## config.mk

```make
export PLATFORM = sky130hd
export DESIGN_NAME = rom_port_arbiter
export DESIGN_NICKNAME = d
export VERILOG_FILES = /design/src/rtl/rom_ctrl_pkg.sv /design/src/rtl/rom_resp_format.sv /design/src/rtl/rom_port_arbiter.sv
export SDC_FILE = /design/constraint.sdc
export NUM_CORES = 1
export LEC_CHECK = 0
export BUFFER_PORTS_ARGS = -buffer_cell sky130_fd_sc_hd__buf_2
export CORE_MARGIN = 1.5
export CORE_UTILIZATION = 49
export CTS_CLUSTER_SIZE = 14
export DETAILED_ROUTE_END_ITERATION = 16
export GPL_ROUTABILITY_DRIVEN = 0
export GPL_TIMING_DRIVEN = 0
export PLACE_DENSITY = 0.81
export SYNTH_ARGS = -nofsm -noshare
export SYNTH_HDL_FRONTEND = slang
export SYNTH_SLANG_ARGS = --single-unit
```

## constraint.sdc

```tcl
create_clock -name clk -period 3.9 [get_ports clk]
set_clock_uncertainty 0.15 [all_clocks]
set_input_delay 0.585 -clock clk [delete_from_list [all_inputs] [get_ports clk]]
set_output_delay 0.585 -clock clk [all_outputs]
set_load 0.005 [all_outputs]
```

## src/rtl/rom_ctrl_pkg.sv

```systemverilog
// Shared types, defaults and helpers for the rom read-port arbiter and its
// response formatter.
package rom_ctrl_pkg;

    typedef enum logic [1:0] {
        IDLE = 2'd0,
        READ = 2'd1,
        RESP = 2'd2
    } state_t;

    typedef enum logic [1:0] {
        SZ_B    = 2'd0,
        SZ_H    = 2'd1,
        SZ_W    = 2'd2,
        SZ_RSVD = 2'd3
    } size_t;

    typedef enum logic {
        REQ_IF = 1'b0,
        REQ_LS = 1'b1
    } req_id_t;

    localparam logic [15:0] ROM_BASE_DEF    = 16'h8000;
    localparam int          ROM_LATENCY_DEF = 1;
    localparam int          STARVE_MAX_DEF  = 4;

    // Reserved size reports 4 so the range check stays well defined; it is
    // flagged as an error separately.
    function automatic logic [2:0] nbytes(input size_t size);
        logic [2:0] n;
        unique case (size)
            SZ_B:    n = 3'd1;
            SZ_H:    n = 3'd2;
            default: n = 3'd4;
        endcase
        return n;
    endfunction

endpackage

```

## src/rtl/rom_resp_format.sv

```systemverilog
// Little-endian load formatter: selects byte/half/word from q0..q3 and
// zero- or sign-extends to 32 bits.
module rom_resp_format
    import rom_ctrl_pkg::*;
(
    input  logic [7:0]  q0,
    input  logic [7:0]  q1,
    input  logic [7:0]  q2,
    input  logic [7:0]  q3,
    input  size_t       size,
    input  logic        sext,
    output logic [31:0] data
);

    always_comb begin
        data = '0;
        unique case (size)
            SZ_B:    data = {{24{sext & q0[7]}}, q0};
            SZ_H:    data = {{16{sext & q1[7]}}, q1, q0};
            SZ_W:    data = {q3, q2, q1, q0};
            default: data = '0;
        endcase
    end

endmodule

```

## src/rtl/rom_port_arbiter.sv

```systemverilog
// Shares the single rom read port between instruction fetch (IF) and the
// load/store unit (LS); one transaction outstanding at a time.
module rom_port_arbiter
    import rom_ctrl_pkg::*;
#(
    parameter int                ADDR_W      = 16,
    parameter logic [ADDR_W-1:0] ROM_BASE    = ADDR_W'(ROM_BASE_DEF),
    parameter int                ROM_LATENCY = ROM_LATENCY_DEF,
    parameter int                STARVE_MAX  = STARVE_MAX_DEF
) (
    input  logic              clk,
    input  logic              rst_n,

    input  logic              if_req_valid,
    output logic              if_req_ready,
    input  logic [ADDR_W-1:0] if_req_addr,
    output logic              if_resp_valid,
    input  logic              if_resp_ready,
    output logic [31:0]       if_resp_data,
    output logic              if_resp_err,

    input  logic              ls_req_valid,
    output logic              ls_req_ready,
    input  logic [ADDR_W-1:0] ls_req_addr,
    input  logic [1:0]        ls_req_size,
    input  logic              ls_req_signed,
    output logic              ls_resp_valid,
    input  logic              ls_resp_ready,
    output logic [31:0]       ls_resp_data,
    output logic              ls_resp_err,

    output logic [ADDR_W-1:0] rom_a,
    output logic              rom_re,
    input  logic [7:0]        rom_q0,
    input  logic [7:0]        rom_q1,
    input  logic [7:0]        rom_q2,
    input  logic [7:0]        rom_q3
);

    // Handshake rule for every channel: a transfer happens on a rising edge
    // where valid and ready are both high; a requester may drop valid at any
    // time before that edge, and a response is held stable until taken.

    localparam int LAT_W = (ROM_LATENCY > 1) ? $clog2(ROM_LATENCY + 1) : 1;
    localparam int SW    = $clog2(STARVE_MAX + 1);

    state_t            state, state_next;
    logic [SW-1:0]     starve_cnt;
    logic [LAT_W-1:0]  lat_cnt;
    logic [ADDR_W-1:0] addr_r;
    size_t             size_r;
    logic              sext_r;
    req_id_t           id_r;
    logic              err_r;
    logic [31:0]       data_r;
    logic              live_r;

    logic              starve_hit;
    logic              grant_ls;
    logic              grant_if;
    logic              accept;
    logic [ADDR_W-1:0] sel_addr;
    size_t             sel_size;
    logic              sel_sext;
    logic [ADDR_W:0]   end_addr;
    logic              req_err;
    logic              lat_done;
    logic              resp_ready_sel;
    logic [31:0]       fmt_data;
    logic [31:0]       resp_data;

    // Grant decision: LS wins unless IF has waited STARVE_MAX LS grants.
    always_comb begin
        starve_hit = if_req_valid && (starve_cnt == SW'(STARVE_MAX));
        grant_ls   = rst_n && (state == IDLE) && ls_req_valid && !starve_hit;
        grant_if   = rst_n && (state == IDLE) && if_req_valid && !grant_ls;
        accept     = grant_ls || grant_if;
    end

    assign ls_req_ready = grant_ls;
    assign if_req_ready = grant_if;

    always_comb begin
        sel_addr = grant_ls ? ls_req_addr : if_req_addr;
        sel_size = grant_ls ? size_t'(ls_req_size) : SZ_W;
        sel_sext = grant_ls && ls_req_signed;
        end_addr = {1'b0, sel_addr} + (ADDR_W + 1)'(nbytes(sel_size))
                   - (ADDR_W + 1)'(1);
        req_err  = (sel_addr < ROM_BASE) || (sel_size == SZ_RSVD) ||
                   end_addr[ADDR_W];
    end

    assign lat_done       = (lat_cnt == LAT_W'(ROM_LATENCY - 1));
    assign resp_ready_sel = (id_r == REQ_IF) ? if_resp_ready : ls_resp_ready;

    always_comb begin
        state_next = state;
        unique case (state)
            IDLE: if (accept) state_next = req_err ? RESP : READ;
            READ: if (lat_done) state_next = RESP;
            RESP: if (resp_ready_sel) state_next = IDLE;
            default: state_next = IDLE;
        endcase
    end

    always_ff @(posedge clk) begin
        if (!rst_n) begin
            state      <= IDLE;
            starve_cnt <= '0;
            lat_cnt    <= '0;
            addr_r     <= '0;
            size_r     <= SZ_W;
            sext_r     <= 1'b0;
            id_r       <= REQ_IF;
            err_r      <= 1'b0;
            data_r     <= '0;
            live_r     <= 1'b0;
        end else begin
            state <= state_next;

            if (!if_req_valid || grant_if) begin
                starve_cnt <= '0;
            end else if (grant_ls) begin
                starve_cnt <= starve_cnt + SW'(1);
            end

            if (accept) begin
                id_r    <= grant_ls ? REQ_LS : REQ_IF;
                size_r  <= sel_size;
                sext_r  <= sel_sext;
                err_r   <= req_err;
                data_r  <= '0;
                live_r  <= 1'b0;
                lat_cnt <= '0;
                if (!req_err) addr_r <= sel_addr;
            end

            if (state == READ) begin
                lat_cnt <= lat_cnt + LAT_W'(1);
                if (lat_done) live_r <= 1'b1;
            end

            // The rom updates q on the edge that ends READ, so the first RESP
            // cycle shows the formatter directly; that value is then held.
            if (state == RESP && live_r) begin
                data_r <= fmt_data;
                live_r <= 1'b0;
            end
        end
    end

    rom_resp_format u_fmt (
        .q0   (rom_q0),
        .q1   (rom_q1),
        .q2   (rom_q2),
        .q3   (rom_q3),
        .size (size_r),
        .sext (sext_r),
        .data (fmt_data)
    );

    assign resp_data = live_r ? fmt_data : data_r;

    assign rom_a  = addr_r;
    assign rom_re = (state == READ);

    assign if_resp_valid = (state == RESP) && (id_r == REQ_IF);
    assign ls_resp_valid = (state == RESP) && (id_r == REQ_LS);
    assign if_resp_err   = if_resp_valid && err_r;
    assign ls_resp_err   = ls_resp_valid && err_r;
    assign if_resp_data  = if_resp_valid ? resp_data : '0;
    assign ls_resp_data  = ls_resp_valid ? resp_data : '0;

endmodule
```

==> flow_summary_export.csv <==
group,metric,value,unit
synthesis,post_synth_num_cell_types,44,
sta,max_slew.worst_pin.slew,898,ps
status,run_status,"completed",
synthesis,ys.warnings.count,0,
critical_path,critical_path.reg2reg.startpoint,"starve_cnt[0]",
clocking,cts.root.buffer_cell,"sky130_fd_sc_hd__clkbuf_8",
detailed_routing,drc,0,
flow_run,max_cap_violations,0,
sta,rsz0062_at_grt,"false",
sta,count_of_final_setup_violators,0,
worst_hold_path,hold_class,"flip-flop to flip-flop",
floorplanning,top_level_ports,160,
sta,max-slew-margin-rel,39.9,%
clocking,tritoncts.num_buffers,9,
critical_path,worst_r2r_path_depth,15,
placement,post_dp_cell_area,0.00494,mm²
sta,final_min_period_over_clock_period,91.7,%
synthesis,avg_synthesized_cell_area,7.42,µm²
final_layout,fillers,689,
detailed_routing,detail_route.wl_per_cell,14.3,µm
final_layout,postLayoutCoreUtil,66.5,%
synthesis,postSynthNetCount,632,
sta,finalHoldWorstSlack,296,ps
floorplanning,initial_core_util,51.4,%
critical_path,startpoint_type,"flip-flop",
synthesis,post_synth_inst_count,541,
clocking,cts.sink_count,60,
global_routing,grt_pass1_wl,18.8,mm
critical_path,worst-path-max-fanout,10,
power,total_power,0.00229,W
final_layout,finish.net_count,802,
sta,setup_total_negative_slack,0,ps
detailed_routing,detail_route.iter0.violations,179,
floorplanning,coreArea,0.00781,mm²
floorplanning,cell_rows,32,
detailed_routing,routed_wl,11.7,mm
critical_path,internal_reg_to_reg_setup_slack,320,ps
critical_path,critPathArrivalTime,3700,ps
synthesis,async_reset_ff_share,0,%
critical_path,r2r_end,"rom_a[9]",
floorplanning,die_area,0.00874,mm²
critical_path,worst_setup_path_endpoint,"rom_a[9]",
sta,timing.final.hold_violations,0,
synthesis,synth_seq_cells,60,
power,power-per-cell-area,442,mW/mm²
final_layout,finalInstanceArea,0.00519,mm²
synthesis,fraction_of_the_yosys_area_taken_by_sequential_cells,29.9,%
sta,achievable-frequency,0.280,GHz
floorplanning,fp.dieW,93.5,µm
clocking,cts_tree,"done",
final_layout,antenna-diode-count,0,
global_routing,grt-ovfl-total,0,
global_routing,first_global_vias,4077,
final_layout,final_layout_size_suffix_gt1_share,28.2,%
critical_path,worst-setup-path-type,"flip-flop to flip-flop",
sta,slew_violations,0,
floorplanning,fp.dieH,93.5,µm
critical_path,critical_path_required,4020,ps
synthesis,synth.cell_area,0.00401,mm²
final_layout,p_r_area_growth_vs_syn,29.4,%
critical_path,timing.critical_path.from,"starve_cnt[0]",
detailed_routing,detail_route.first_pass.iterations,5,
clocking,cts_max_path_buffers,2,
synthesis,dominantRegCellSynth,"sky130_fd_sc_hd__dfxtp_1",
global_routing,grt_util_all_layers,27.1,%
power,ir_drop,0.263,mV
global_routing,grt_max_degree,11,
placement,estimated_wirelength_of_the_detail_placed_design,8.92,mm
critical_path,timing.critical_path.to_type,"flip-flop",
clocking,post_cts_setup_bufs,0,
placement,port_buffers,159,
detailed_routing,avgViaCountPerCell,5.38,
clocking,worst_skew_pair.late_latency,340,ps
clocking,htreeDepth,3,
global_routing,antenna_found_initial,0,
sta,min_period,3580,ps
synthesis,number_of_synthesized_flops_with_an_enable_pin,0,
detailed_routing,detailroute.via_count,4399,
detailed_routing,ant_nets,0,
power,power.leakage,2.45,nW
clocking,cts.reportedPaths.clkPinSlew,70,ps
-- placed cells by master, fill, tap and decap left out, types with 2 or more instances in the layout --
cell type / Yosys / routed
sky130_fd_sc_hd__buf_2: 1 / 160
sky130_fd_sc_hd__nand2_1: 78 / 78
sky130_fd_sc_hd__nor2_1: 73 / 73
sky130_fd_sc_hd__dfxtp_1: 60 / 60
sky130_fd_sc_hd__nand3_1: 43 / 43
sky130_fd_sc_hd__mux2i_1: 33 / 33
sky130_fd_sc_hd__a21oi_1: 33 / 33
sky130_fd_sc_hd__clkbuf_1: 31 / 32
sky130_fd_sc_hd__a21boi_0: 27 / 27
sky130_fd_sc_hd__inv_1: 24 / 24
sky130_fd_sc_hd__o21ai_0: 23 / 23
sky130_fd_sc_hd__ha_1: 18 / 18
sky130_fd_sc_hd__mux2_2: 15 / 15
sky130_fd_sc_hd__nor2b_1: 13 / 13
sky130_fd_sc_hd__and2_1: 13 / 13
sky130_fd_sc_hd__clkbuf_8: 0 / 11
sky130_fd_sc_hd__a31oi_1: 8 / 8
sky130_fd_sc_hd__buf_1: 6 / 6
sky130_fd_sc_hd__nand3b_1: 4 / 4
sky130_fd_sc_hd__nand2b_1: 3 / 3
sky130_fd_sc_hd__nor3_1: 3 / 3
sky130_fd_sc_hd__o211ai_1: 3 / 3
sky130_fd_sc_hd__a22oi_1: 3 / 3
sky130_fd_sc_hd__bufinv_16: 0 / 3
sky130_fd_sc_hd__buf_6: 2 / 2
sky130_fd_sc_hd__nand4_1: 2 / 2
sky130_fd_sc_hd__a41oi_1: 2 / 2
sky130_fd_sc_hd__o211a_1: 2 / 2
-- where the power goes --
group / switching [W] / total (W) / internal (W)
registers: 0.0000413 / 0.000705 / 0.000663
clock network: 0.000247 / 0.000706 / 0.000459
logic: 0.000546 / 0.000883 / 0.000337
-- through the flow --
| step | instances | worst slack, ps |
|---|---|---|
| after CTS | 818 | 152 |
| after global placement | 802 | -39.7 |
| after global routing | 818 | 68.5 |
| after floorplan | 541 | 520 |
| after detailed placement | 802 | -78.5 |
| final | 818 | 324 |
-- critical path, cell delays in order, from the launching register on --
cell and delay, ps:
sky130_fd_sc_hd__dfxtp_1 380, sky130_fd_sc_hd__inv_1 60, sky130_fd_sc_hd__ha_1 200, sky130_fd_sc_hd__nand3_1 170, sky130_fd_sc_hd__nand2_4 150, sky130_fd_sc_hd__buf_2 240
sky130_fd_sc_hd__nor2_1 240, sky130_fd_sc_hd__ha_1 190, sky130_fd_sc_hd__inv_1 50, sky130_fd_sc_hd__ha_1 290, sky130_fd_sc_hd__nand3b_1 120, sky130_fd_sc_hd__nor4_1 450
sky130_fd_sc_hd__o311ai_4 190, sky130_fd_sc_hd__nand4_4 230, sky130_fd_sc_hd__buf_6 200, sky130_fd_sc_hd__mux2i_1 200
-- cell families after synthesis --
kind of cell               synth area share [%]
DFF                                        29.9
adders and majority gates                  5.61
buffers and inverters                      6.55
and+or+nand+nor                            27.8
xor gates and xnor gates                  0.218
muxes                                      12.8
AOI/OAI and AO/OA                          17.1
-- final cells by class --
type | count | area, µm² | area share [%]
flip-flops and latches | 60 | 1200 | 23.1
well taps | 102 | 128 | 2.46
repair buffers | 159 | 796 | 15.3
plain buffers | 40 | 166 | 3.20
clock buffers | 12 | 155 | 2.99
inverters | 25 | 96.3 | 1.86
clock inverters | 4 | 95.1 | 1.83
multi-input cells | 416 | 2550 | 49.2
-- state kept, by name, summed over array words and instances, names as in the netlist --
name	count
live_r	1
id_r	1
state	2
starve_cnt	3
rom_a	16
sext_r	1
err_r	1
size_r	2
lat_cnt	1
data_r	32
-- cells in the mapped netlist (2+ instances only) --
cell | instances | area (µm²)
sky130_fd_sc_hd__o21ai_0 | 23 | 115
sky130_fd_sc_hd__nand3_1 | 43 | 215
sky130_fd_sc_hd__and2_1 | 13 | 81.3
sky130_fd_sc_hd__a21boi_0 | 27 | 203
sky130_fd_sc_hd__buf_6 | 2 | 22.5
sky130_fd_sc_hd__mux2i_1 | 33 | 330
sky130_fd_sc_hd__ha_1 | 18 | 225
sky130_fd_sc_hd__buf_1 | 6 | 22.5
sky130_fd_sc_hd__nor3_1 | 3 | 15.0
sky130_fd_sc_hd__dfxtp_1 | 60 | 1200
sky130_fd_sc_hd__nand2b_1 | 3 | 18.8
sky130_fd_sc_hd__nor2b_1 | 13 | 81.3
sky130_fd_sc_hd__o211ai_1 | 3 | 22.5
sky130_fd_sc_hd__a41oi_1 | 2 | 17.5
sky130_fd_sc_hd__nand2_1 | 78 | 293
sky130_fd_sc_hd__o211a_1 | 2 | 20.0
sky130_fd_sc_hd__nand3b_1 | 4 | 30.0
sky130_fd_sc_hd__a21oi_1 | 33 | 165
sky130_fd_sc_hd__nand4_1 | 2 | 12.5
sky130_fd_sc_hd__mux2_2 | 15 | 169
sky130_fd_sc_hd__a31oi_1 | 8 | 50.1
sky130_fd_sc_hd__clkbuf_1 | 31 | 116
sky130_fd_sc_hd__nor2_1 | 73 | 274
sky130_fd_sc_hd__inv_1 | 24 | 90.1
sky130_fd_sc_hd__a22oi_1 | 3 | 22.5
-- worst min-delay path by stage --
stage / startpoint / end / slack [ps] / depth (start not counted)
6_report: rom_a[15] / rom_a[15] / 300 / 2
5_1_grt: rom_a[0] / rom_a[0] / 330 / 2
4_1_cts: rom_a[15] / rom_a[15] / 300 / 2
3_5_place_dp: rom_a[15] / rom_a[15] / 290 / 2
3_3_place_gp: rom_a[15] / rom_a[15] / 280 / 2
2_1_floorplan: rom_a[15] / rom_a[15] / 290 / 2
-- repair_timing --
action                     4_1_cts  5_1_grt
setup endpoints to repair        0       12
hold buffers                     0        0
resized for setup                0        1
-- metal layers --
layer / routed length, µm / vias to the layer above / global-route usage, % / part of all wire, %
li1: - / 2184 / - / -
met1: 4880 / 2010 / 32.2 / 42
met2: 5770 / 185 / 47.3 / 49
met3: 875 / 20 / 6.10 / 7.5
met4: 178 / 0 / 9.85 / 1.5
met5: 0 / - / 0 / 0
Power figures use the tool's default switching activity.
